===== config.mk =====
export PLATFORM = sky130hd
export DESIGN_NAME = meas_seq_ctrl_flat
export DESIGN_NICKNAME = d
export VERILOG_FILES = /design/src/rtl/meas_seq_ctrl_if.sv /design/src/rtl/meas_seq_ctrl.sv /design/src/flat_wrapper.sv
export SDC_FILE = /design/constraint.sdc
export NUM_CORES = 1
export LEC_CHECK = 0
export CORE_ASPECT_RATIO = 0.6
export CORE_MARGIN = 3
export CORE_UTILIZATION = 43
export CTS_CLUSTER_SIZE = 30
export DETAILED_ROUTE_END_ITERATION = 7
export DONT_BUFFER_PORTS = 1
export GPL_TIMING_DRIVEN = 0
export HOLD_SLACK_MARGIN = 0.12
export PLACE_DENSITY = 0.6
export SLEW_MARGIN = 0
export SYNTH_ARGS = -nofsm -noshare
export SYNTH_HDL_FRONTEND = slang
export SYNTH_SLANG_ARGS = --single-unit

===== constraint.sdc =====
create_clock -name clk_6M -period 8.28 [get_ports clk_6M]
set_input_delay 1.242 -clock clk_6M [delete_from_list [all_inputs] [get_ports clk_6M]]
set_output_delay 1.242 -clock clk_6M [all_outputs]
set_load 0.05 [all_outputs]

===== src/rtl/meas_seq_ctrl_if.sv =====
// Handshake bundle between the frequency-meter sequencer and its neighbours:
// edge-detect front end, gate counters, BCD converter and display driver.
interface meas_seq_ctrl_if;
  logic       run;
  logic       single;
  logic       sq_pose;
  logic       conv_done;
  logic       cnt_clr;
  logic       gate_open;
  logic       cnt_latch;
  logic       conv_start;
  logic       disp_load;
  logic       busy;
  logic       err_noedge;
  logic       err_conv;
  logic [2:0] state;

  // The sequencer side.
  modport master (
    input  run, single, sq_pose, conv_done,
    output cnt_clr, gate_open, cnt_latch, conv_start, disp_load,
           busy, err_noedge, err_conv, state
  );

  // The surrounding datapath / host side.
  modport slave (
    output run, single, sq_pose, conv_done,
    input  cnt_clr, gate_open, cnt_latch, conv_start, disp_load,
           busy, err_noedge, err_conv, state
  );
endinterface


===== src/rtl/meas_seq_ctrl.sv =====
// Measurement sequencer for the 6 MHz frequency meter: arms on request, opens the
// gate on a square edge, closes it on the first edge after GATE_CYCLES, then latches, converts and displays.
module meas_seq_ctrl #(
  parameter int unsigned GATE_CYCLES  = 6_000_000,
  parameter int unsigned HOLD_CYCLES  = 3_000_000,
  parameter int unsigned CONV_TIMEOUT = 64
) (
  input  logic            clk_6M,
  input  logic            reset,
  meas_seq_ctrl_if.master bus
);

  localparam int TMR_W = 23;

  typedef enum logic [2:0] {
    S_IDLE  = 3'd0,
    S_ARM   = 3'd1,
    S_OPEN  = 3'd2,
    S_CLOSE = 3'd3,
    S_LATCH = 3'd4,
    S_CONV  = 3'd5,
    S_HOLD  = 3'd6
  } state_t;

  // The timer counts down to zero, so each dwell loads its length minus one.
  localparam logic [TMR_W-1:0] GATE_LD = TMR_W'(GATE_CYCLES - 1);
  localparam logic [TMR_W-1:0] CONV_LD = TMR_W'(CONV_TIMEOUT - 1);
  localparam logic [TMR_W-1:0] HOLD_LD = TMR_W'(HOLD_CYCLES - 1);

  state_t            st;
  state_t            st_nxt;
  logic [TMR_W-1:0]  tmr;
  logic [TMR_W-1:0]  tmr_load;
  logic              tmr_zero;
  logic              entry;
  logic              fresh;
  logic              set_noedge;
  logic              set_conv;

  logic              cnt_clr_nxt;
  logic              gate_open_nxt;
  logic              cnt_latch_nxt;
  logic              conv_start_nxt;
  logic              disp_load_nxt;
  logic              busy_nxt;
  logic              err_noedge_nxt;
  logic              err_conv_nxt;

  assign tmr_zero = (tmr == '0);
  assign entry    = (st_nxt != st);

  // State register, shared down-timer and registered outputs.
  always_ff @(posedge clk_6M) begin
    if (reset) begin
      st             <= S_IDLE;
      tmr            <= '0;
      fresh          <= 1'b0;
      bus.cnt_clr    <= 1'b0;
      bus.gate_open  <= 1'b0;
      bus.cnt_latch  <= 1'b0;
      bus.conv_start <= 1'b0;
      bus.disp_load  <= 1'b0;
      bus.busy       <= 1'b0;
      bus.err_noedge <= 1'b0;
      bus.err_conv   <= 1'b0;
      bus.state      <= S_IDLE;
    end else begin
      st             <= st_nxt;
      fresh          <= entry;
      if (entry) begin
        tmr <= tmr_load;
      end else if (!tmr_zero) begin
        tmr <= tmr - TMR_W'(1);
      end
      bus.cnt_clr    <= cnt_clr_nxt;
      bus.gate_open  <= gate_open_nxt;
      bus.cnt_latch  <= cnt_latch_nxt;
      bus.conv_start <= conv_start_nxt;
      bus.disp_load  <= disp_load_nxt;
      bus.busy       <= busy_nxt;
      bus.err_noedge <= err_noedge_nxt;
      bus.err_conv   <= err_conv_nxt;
      bus.state      <= st_nxt;
    end
  end

  // Next-state decision; edge and done qualifiers win over a simultaneous timeout.
  always_comb begin
    st_nxt     = st;
    set_noedge = 1'b0;
    set_conv   = 1'b0;
    case (st)
      S_IDLE: begin
        if (bus.run || bus.single) begin
          st_nxt = S_ARM;
        end
      end
      S_ARM: begin
        if (bus.sq_pose) begin
          st_nxt = S_OPEN;
        end else if (tmr_zero) begin
          st_nxt     = S_IDLE;
          set_noedge = 1'b1;
        end
      end
      S_OPEN: begin
        if (tmr_zero) begin
          st_nxt = S_CLOSE;
        end
      end
      S_CLOSE: begin
        if (bus.sq_pose) begin
          st_nxt = S_LATCH;
        end else if (tmr_zero) begin
          st_nxt     = S_IDLE;
          set_noedge = 1'b1;
        end
      end
      S_LATCH: begin
        st_nxt = S_CONV;
      end
      S_CONV: begin
        // A done pulse coincident with conv_start belongs to an older conversion.
        if (bus.conv_done && !fresh) begin
          st_nxt = S_HOLD;
        end else if (tmr_zero) begin
          st_nxt   = S_IDLE;
          set_conv = 1'b1;
        end
      end
      S_HOLD: begin
        if (tmr_zero) begin
          st_nxt = bus.run ? S_ARM : S_IDLE;
        end
      end
      default: begin
        st_nxt = S_IDLE;
      end
    endcase
  end

  // Output decode from the upcoming state, so every port comes straight off a flop.
  always_comb begin
    cnt_clr_nxt    = entry && (st_nxt == S_ARM);
    gate_open_nxt  = (st_nxt == S_OPEN) || (st_nxt == S_CLOSE);
    cnt_latch_nxt  = (st_nxt == S_LATCH);
    conv_start_nxt = entry && (st_nxt == S_CONV);
    disp_load_nxt  = entry && (st_nxt == S_HOLD);
    busy_nxt       = (st_nxt != S_IDLE);
    err_noedge_nxt = !disp_load_nxt && (bus.err_noedge || set_noedge);
    err_conv_nxt   = !disp_load_nxt && (bus.err_conv || set_conv);
    tmr_load       = '0;
    case (st_nxt)
      S_ARM, S_OPEN, S_CLOSE: tmr_load = GATE_LD;
      S_CONV:                 tmr_load = CONV_LD;
      S_HOLD:                 tmr_load = HOLD_LD;
      default:                tmr_load = '0;
    endcase
  end

endmodule


===== src/flat_wrapper.sv =====
// flat-port wrapper written by rule: the top's interface ports become plain ports
module meas_seq_ctrl_flat 
#(
  parameter int unsigned GATE_CYCLES  = 6_000_000,
  parameter int unsigned HOLD_CYCLES  = 3_000_000,
  parameter int unsigned CONV_TIMEOUT = 64
)
  (clk_6M, reset, bus_run, bus_single, bus_sq_pose, bus_conv_done, bus_cnt_clr, bus_gate_open, bus_cnt_latch, bus_conv_start, bus_disp_load, bus_busy, bus_err_noedge, bus_err_conv, bus_state);
  meas_seq_ctrl_if bus_i ();
  input  logic clk_6M;
  input  logic reset;
  input wire logic [$bits(bus_i.run)-1:0] bus_run;
  input wire logic [$bits(bus_i.single)-1:0] bus_single;
  input wire logic [$bits(bus_i.sq_pose)-1:0] bus_sq_pose;
  input wire logic [$bits(bus_i.conv_done)-1:0] bus_conv_done;
  output wire logic [$bits(bus_i.cnt_clr)-1:0] bus_cnt_clr;
  output wire logic [$bits(bus_i.gate_open)-1:0] bus_gate_open;
  output wire logic [$bits(bus_i.cnt_latch)-1:0] bus_cnt_latch;
  output wire logic [$bits(bus_i.conv_start)-1:0] bus_conv_start;
  output wire logic [$bits(bus_i.disp_load)-1:0] bus_disp_load;
  output wire logic [$bits(bus_i.busy)-1:0] bus_busy;
  output wire logic [$bits(bus_i.err_noedge)-1:0] bus_err_noedge;
  output wire logic [$bits(bus_i.err_conv)-1:0] bus_err_conv;
  output wire logic [$bits(bus_i.state)-1:0] bus_state;
  assign bus_i.run = bus_run;
  assign bus_i.single = bus_single;
  assign bus_i.sq_pose = bus_sq_pose;
  assign bus_i.conv_done = bus_conv_done;
  assign bus_cnt_clr = bus_i.cnt_clr;
  assign bus_gate_open = bus_i.gate_open;
  assign bus_cnt_latch = bus_i.cnt_latch;
  assign bus_conv_start = bus_i.conv_start;
  assign bus_disp_load = bus_i.disp_load;
  assign bus_busy = bus_i.busy;
  assign bus_err_noedge = bus_i.err_noedge;
  assign bus_err_conv = bus_i.err_conv;
  assign bus_state = bus_i.state;
  meas_seq_ctrl #(.GATE_CYCLES(GATE_CYCLES), .HOLD_CYCLES(HOLD_CYCLES), .CONV_TIMEOUT(CONV_TIMEOUT)) u_core (.clk_6M(clk_6M), .reset(reset), .bus(bus_i));
endmodule

### Word level (Yosys, flattened, before mapping)

Index checks and enable logic that the tools add are counted.
Widths: inputs -> output; s select.

| storage, ports and cells | value |
|---|---|
| bits in registers | 35 |
| latch bits | 0 |
| memory bits (writable) | 0 |
| ROM bits | 0 |
| output and inout bits | 11 |
| word-level logic and storage cells | 60 |
| memories | 0 |

| cells by class | value |
|---|---|
| add/subtract/negate cells | 1 |
| $mul | 0 |
| divide/modulo/power cells | 0 |
| $lt $le $gt $ge | 0 |
| equal/unequal tests | 14 |
| shift-type cells | 0 |
| mux-type cells | 17 |
| bitwise gates (word level) | 0 |
| reductions and logical operators | 17 |

Operators by type and width:

| operator | count |
|---|---|
| $pmux 23 s3 | 1 |
| $mux 23 | 2 |
| $logic_not 23->1 | 1 |
| $sub 23x1->23 const B | 1 |
| $mux 3 | 7 |
| $pmux 3 s7 | 1 |
| $eq 3x3->1 const B | 6 |
| $eq 3x2->1 const B | 4 |
| $eq 3x1->1 const B | 2 |
| $logic_and 1x1->1 | 6 |
| $mux 1 | 6 |
| $logic_or 1x1->1 | 4 |
| $logic_not 3->1 | 1 |
| $ne 3x3->1 | 1 |
| $reduce_bool 3->1 | 1 |
| $reduce_or 3->1 | 1 |
| $logic_not 1->1 | 2 |
| $ne 2x2->1 const B | 1 |
| $reduce_or 2->1 | 1 |

### Longest topological paths before layout

| depth | value |
|---|---|
| depth in word-level cells | 8 |
| mapped depth | 10 |
| mapped depth without buffers | 8 |

### Least setup slack after synthesis

Ideal clock, no wire load.

| timing path | value |
|---|---|
| path type | input port to flip-flop |
| start point | input port bus_single |
| end point | register u_core.bus.cnt_clr |
| arrival | 2,915 ps |
| path slack | 5,248 ps |
| stages on the path | 7 |
| buffers on the path | 1 |
| cell sequence | or3_1 a211o_2 or4_4 a21bo_4 buf_12 nor2_1 and4_1 |

| on the way | value |
|---|---|
| cells in the longest elaborated chain, start to end | 5 |
| elaborated cells between the ends (all ways) | 6 |
| those cells by class | eq/ne: 2; mux: 2; reduce/logical: 2 |

RTL lines:

| what | line | text |
|---|---|---|
| start: declaration | flat_wrapper.sv:13 | `input wire logic [$bits(bus_i.single)-1:0] bus_single;` |
| $logic_or 1x1->1 (*) | meas_seq_ctrl.sv:94 | `if (bus.run \|\| bus.single) begin` |
| $mux 3 (*) | meas_seq_ctrl.sv:94 |  |
| $pmux 3 s7 (*) | meas_seq_ctrl.sv:92 | `case (st)` |
| $ne 3x3->1 or $eq 3x1->1 (tied branches) | meas_seq_ctrl.sv:50, meas_seq_ctrl.sv:144 |  |
| $logic_and 1x1->1 (*) | meas_seq_ctrl.sv:144 | `cnt_clr_nxt = entry && (st_nxt == S_ARM);` |
| end signal: assignment | meas_seq_ctrl.sv:75 | `bus.cnt_clr <= cnt_clr_nxt;` |
| end: declaration | meas_seq_ctrl_if.sv:21 | `output cnt_clr, gate_open, cnt_latch, conv_start, disp_load,` |

Mark *: on every way between the ends. The rest lies on a longest branch, timed or not.
A chain may end at the register's enable or synchronous reset.

### Worst setup path in the final report

| timing path | value |
|---|---|
| start point | register u_core.tmr[0] |
| end point | register u_core.bus.cnt_clr |

| on the way | value |
|---|---|
| cells in the longest elaborated chain, start to end | 6 |
| elaborated cells between the ends (all ways) | 11 |
| those cells by class | eq/ne: 2; mux: 7; reduce/logical: 2 |

RTL lines:

| what | line | text |
|---|---|---|
| start: declaration | meas_seq_ctrl.sv:32 | `logic [TMR_W-1:0] tmr;` |
| start signal: assignment | meas_seq_ctrl.sv:71 | `tmr <= tmr_load;` |
| start signal: assignment | meas_seq_ctrl.sv:73 | `tmr <= tmr - TMR_W'(1);` |
| $logic_not 23->1 (*) | meas_seq_ctrl.sv:49 | `assign tmr_zero = (tmr == '0);` |
| $mux 3 | meas_seq_ctrl.sv:101, meas_seq_ctrl.sv:114, meas_seq_ctrl.sv:126 |  |
| $mux 3 (on tied branches) | meas_seq_ctrl.sv:124, meas_seq_ctrl.sv:99, meas_seq_ctrl.sv:112 |  |
| $pmux 3 s7 (*) | meas_seq_ctrl.sv:92 |  |
| $ne 3x3->1 or $eq 3x1->1 (tied branches) | meas_seq_ctrl.sv:50, meas_seq_ctrl.sv:144 |  |
| $logic_and 1x1->1 (*) | meas_seq_ctrl.sv:144 |  |

Marked as above.

==> reports/summary.txt <==
period utilization - 37.2%
Worst Path Arrival - 3.26 ns
Placed Cells incl. Taps - 285
routability cong. - 0.904
post-CTS sizing - 0
Hold Startpoint - u_core.tmr[12]$_SDFFE_PP0P_
commonest non-fill, non-tap cell in the layout - dfxtp_1
synthesized area - 1930 µm²
CTS tree - built
worst-margin pin slew - 0.657 ns
IO Pins - 17
Clock Latency Late Sink - 0.28 ns
1st-pass router iterations - 5
Main synth FF type - dfxtp_1
WP data required - 8.46 ns
combinational power share - 48.5%
RSZ-0062 raised after global routing - no
power per cell area - 408 nW/µm²
CP Capture Type - flop
DP Wirelength - 3570 µm
share of cells above drive strength 1 - 11.3%
Setup WS post-layout - 5.20 ns
Clock Skew - 0.00322 ns
Final setup violation count - 0
number of global-route vias before repair - 1,459
Synth Instances - 225
Register-to-Register Path Depth - 9
Max Cap Viol - 0
most frequent cells in the layout - dfxtp_1, nor2_1, nor3_1, nand2_1, o21ai_0
Die Width - 92.6 µm
Seq/Total Area, Yosys - 36.2%
Fin Setup TNS - 0 ns
Starting DRT DRC Count - 178
R2R Setup Slk - 5.20 ns
Peak Freq - 0.325 GHz
startpoint types - flop
Final Slew Violations - 0
P_sw - 399 µW
DIE HEIGHT - 58.0 µm
Critical Path Fanout Max - 7
clk buf depth - 2
Core Area - 4210 µm²
row cnt - 18
Antenna Violating Nets Remaining - 0
Worst R2R Start - u_core.tmr[0]$_SDFFE_PP0P_
Max-slew headroom - 56.1%
grt ovf - 0
DR vias/cell - 5.76
Post-synth EDFFs - 0
Hold-fix buffers, CTS - 0
Crit. Startpoint - u_core.tmr[0]$_SDFFE_PP0P_
Final Critical Period - 3.08 ns
number of post-CTS setup repair buffers - 0
Worst Setup EP - u_core.bus.cnt_clr$_SDFF_PP0_
antenna cell count - 0
status - completed
Distinct cells, synth - 49
final hold vios - 0
Residual DRC - 0
Synthesized Nets - 232
largest net degree at the start of global routing - 11
vias post-DR - 1,677
Area growth, synth to finish - 7.63%
Initial Utilization - 45.9%
total track usage - 19.2%
Static Leak - 0.000764 µW
cts bufs inserted - 5
CTS clk-pin slew, worst paths - 0.07 ns
asr flop ratio synth - 0%
Reg power frac - 38.2%
R2R Path End - u_core.bus.cnt_clr$_SDFF_PP0_
Hold Path Cell Cnt - 2
Layout Cells excl Fill - 291
Post-Syn Area per Cell - 8.60 µm²
root buf cell - clkbuf_8
Yosys reg bits - 35
YS warnings - 0
CTS sink cnt - 35
DP Worst Slack - 5.12 ns
total wire length - 4740 µm
Clk network pwr share - 13.3%
die area - 5370 µm²
Hold/Removal Path Class - reg -> reg
P_int - 449 µW
kind of critical path - reg -> reg
fin nets - 239
switching part of the total power - 47.1%
first-pass GRT wire length - 7770 µm
I/O Buffers - 0
initial antenna violation count - 0
VDD IR max - 0.000151 V
DR WL/cell - 16.3 µm
H-tree depth - 2
[cells by family (layout without fill, tap and decap cells)]
group,count (synthesis),after routing,share of synthesized area (%)
buf+inv,16,22,5.82
compound gates,48,48,17.7
simple gates,105,105,30.6
xor+xnor,20,20,9.06
fa+ha+maj,1,1,0.647
flops,35,35,36.2
[registers in the layout, indices dropped and copies added (netlist names)]
name and cells:
u_core.bus.err_noedge 1, u_core.bus.err_conv 1, u_core.bus.cnt_clr 1, u_core.bus.gate_open 1, u_core.bus.conv_start 1, u_core.tmr 23
u_core.bus.disp_load 1, u_core.fresh 1, u_core.bus.cnt_latch 1, u_core.bus.state 3, u_core.bus.busy 1
[Yosys cell counts, types with 2 or more instances]
| cell type | number | share of area, % |
|---|---|---|
| a211oi_2 | 4 | 2.6 |
| or3_1 | 5 | 1.6 |
| a311oi_1 | 2 | 0.91 |
| nand2b_1 | 4 | 1.3 |
| inv_1 | 5 | 0.97 |
| nand3_1 | 3 | 0.78 |
| clkbuf_1 | 5 | 0.97 |
| and4_1 | 2 | 0.91 |
| dfxtp_1 | 35 | 36 |
| a211oi_1 | 3 | 1.2 |
| nand3b_1 | 3 | 1.2 |
| a21oi_1 | 11 | 2.8 |
| nor2_1 | 25 | 4.9 |
| nor3_1 | 20 | 5.2 |
| xor2_1 | 11 | 5.0 |
| or4_1 | 7 | 2.7 |
| o211ai_1 | 2 | 0.78 |
| nor3_4 | 2 | 1.7 |
| a41oi_1 | 2 | 0.91 |
| nor4_1 | 7 | 2.3 |
| xnor2_1 | 9 | 4.1 |
| nor3b_1 | 2 | 0.78 |
| buf_12 | 2 | 2.1 |
| nand2_1 | 14 | 2.7 |
| o21ai_0 | 13 | 3.4 |
| buf_2 | 2 | 0.52 |
| a211o_1 | 3 | 1.4 |
[critical path, stage by stage, from the launching register on]
cell,delay [ns]
dfxtp_1,0.34
inv_1,0.10
ha_1,0.27
or4b_2,0.65
or4_1,0.42
or4_4,0.56
a21bo_4,0.21
buf_12,0.12
nor2_1,0.07
and4_1,0.23
[layout make-up]
cell class	instances	area (µm²)
tap	60	75.1
fill	430	2130
buffer	11	93.8
inverter	5	18.8
clock buffer	6	72.6
sequential	35	701
multi-input combinational	174	1120
[routing by layer]
metal | share of wire [%] | GRT usage, % | up-vias
li1 | - | - | 847
met1 | 57 | 32.5 | 774
met2 | 36 | 21.9 | 51
met3 | 6.4 | 5.19 | 5
met4 | 0.82 | 5.71 | 0
met5 | 0 | 0 | -
[power by group through the flow]
| stage | sequential (µW) | clock (µW) | combinational (µW) |
|---|---|---|---|
| 6_report | 324 | 112 | 411 |
| 5_1_grt | 333 | 122 | 454 |
| 4_1_cts | 324 | 116 | 404 |
| 3_5_place_dp | 327 | 0 | 403 |
| 3_3_place_gp | 326 | 0 | 406 |
| 2_1_floorplan | 311 | 0 | 325 |
[how the worst min path moves through the flow]
stage	endpoint	slack (ns)
after floorplan	u_core.tmr[13]$_SDFFE_PP0P_	0.53
after global placement	u_core.tmr[13]$_SDFFE_PP0P_	0.56
after detailed placement	u_core.tmr[13]$_SDFFE_PP0P_	0.57
after CTS	u_core.tmr[12]$_SDFFE_PP0P_	0.59
after global routing	u_core.tmr[12]$_SDFFE_PP0P_	0.63
final	u_core.tmr[12]$_SDFFE_PP0P_	0.59
[stage by stage]
step	instance area [µm²]	total power (µW)	hold slack, ns	util (%)
2_1_floorplan	1930	637	0.535	-
3_3_place_gp	2010	732	0.557	47.7
3_5_place_dp	2010	729	0.574	47.7
4_1_cts	2080	844	0.591	49.4
5_1_grt	2080	909	0.633	49.4
6_report	2080	848	0.590	49.4
Power figures use the tool's default switching activity.
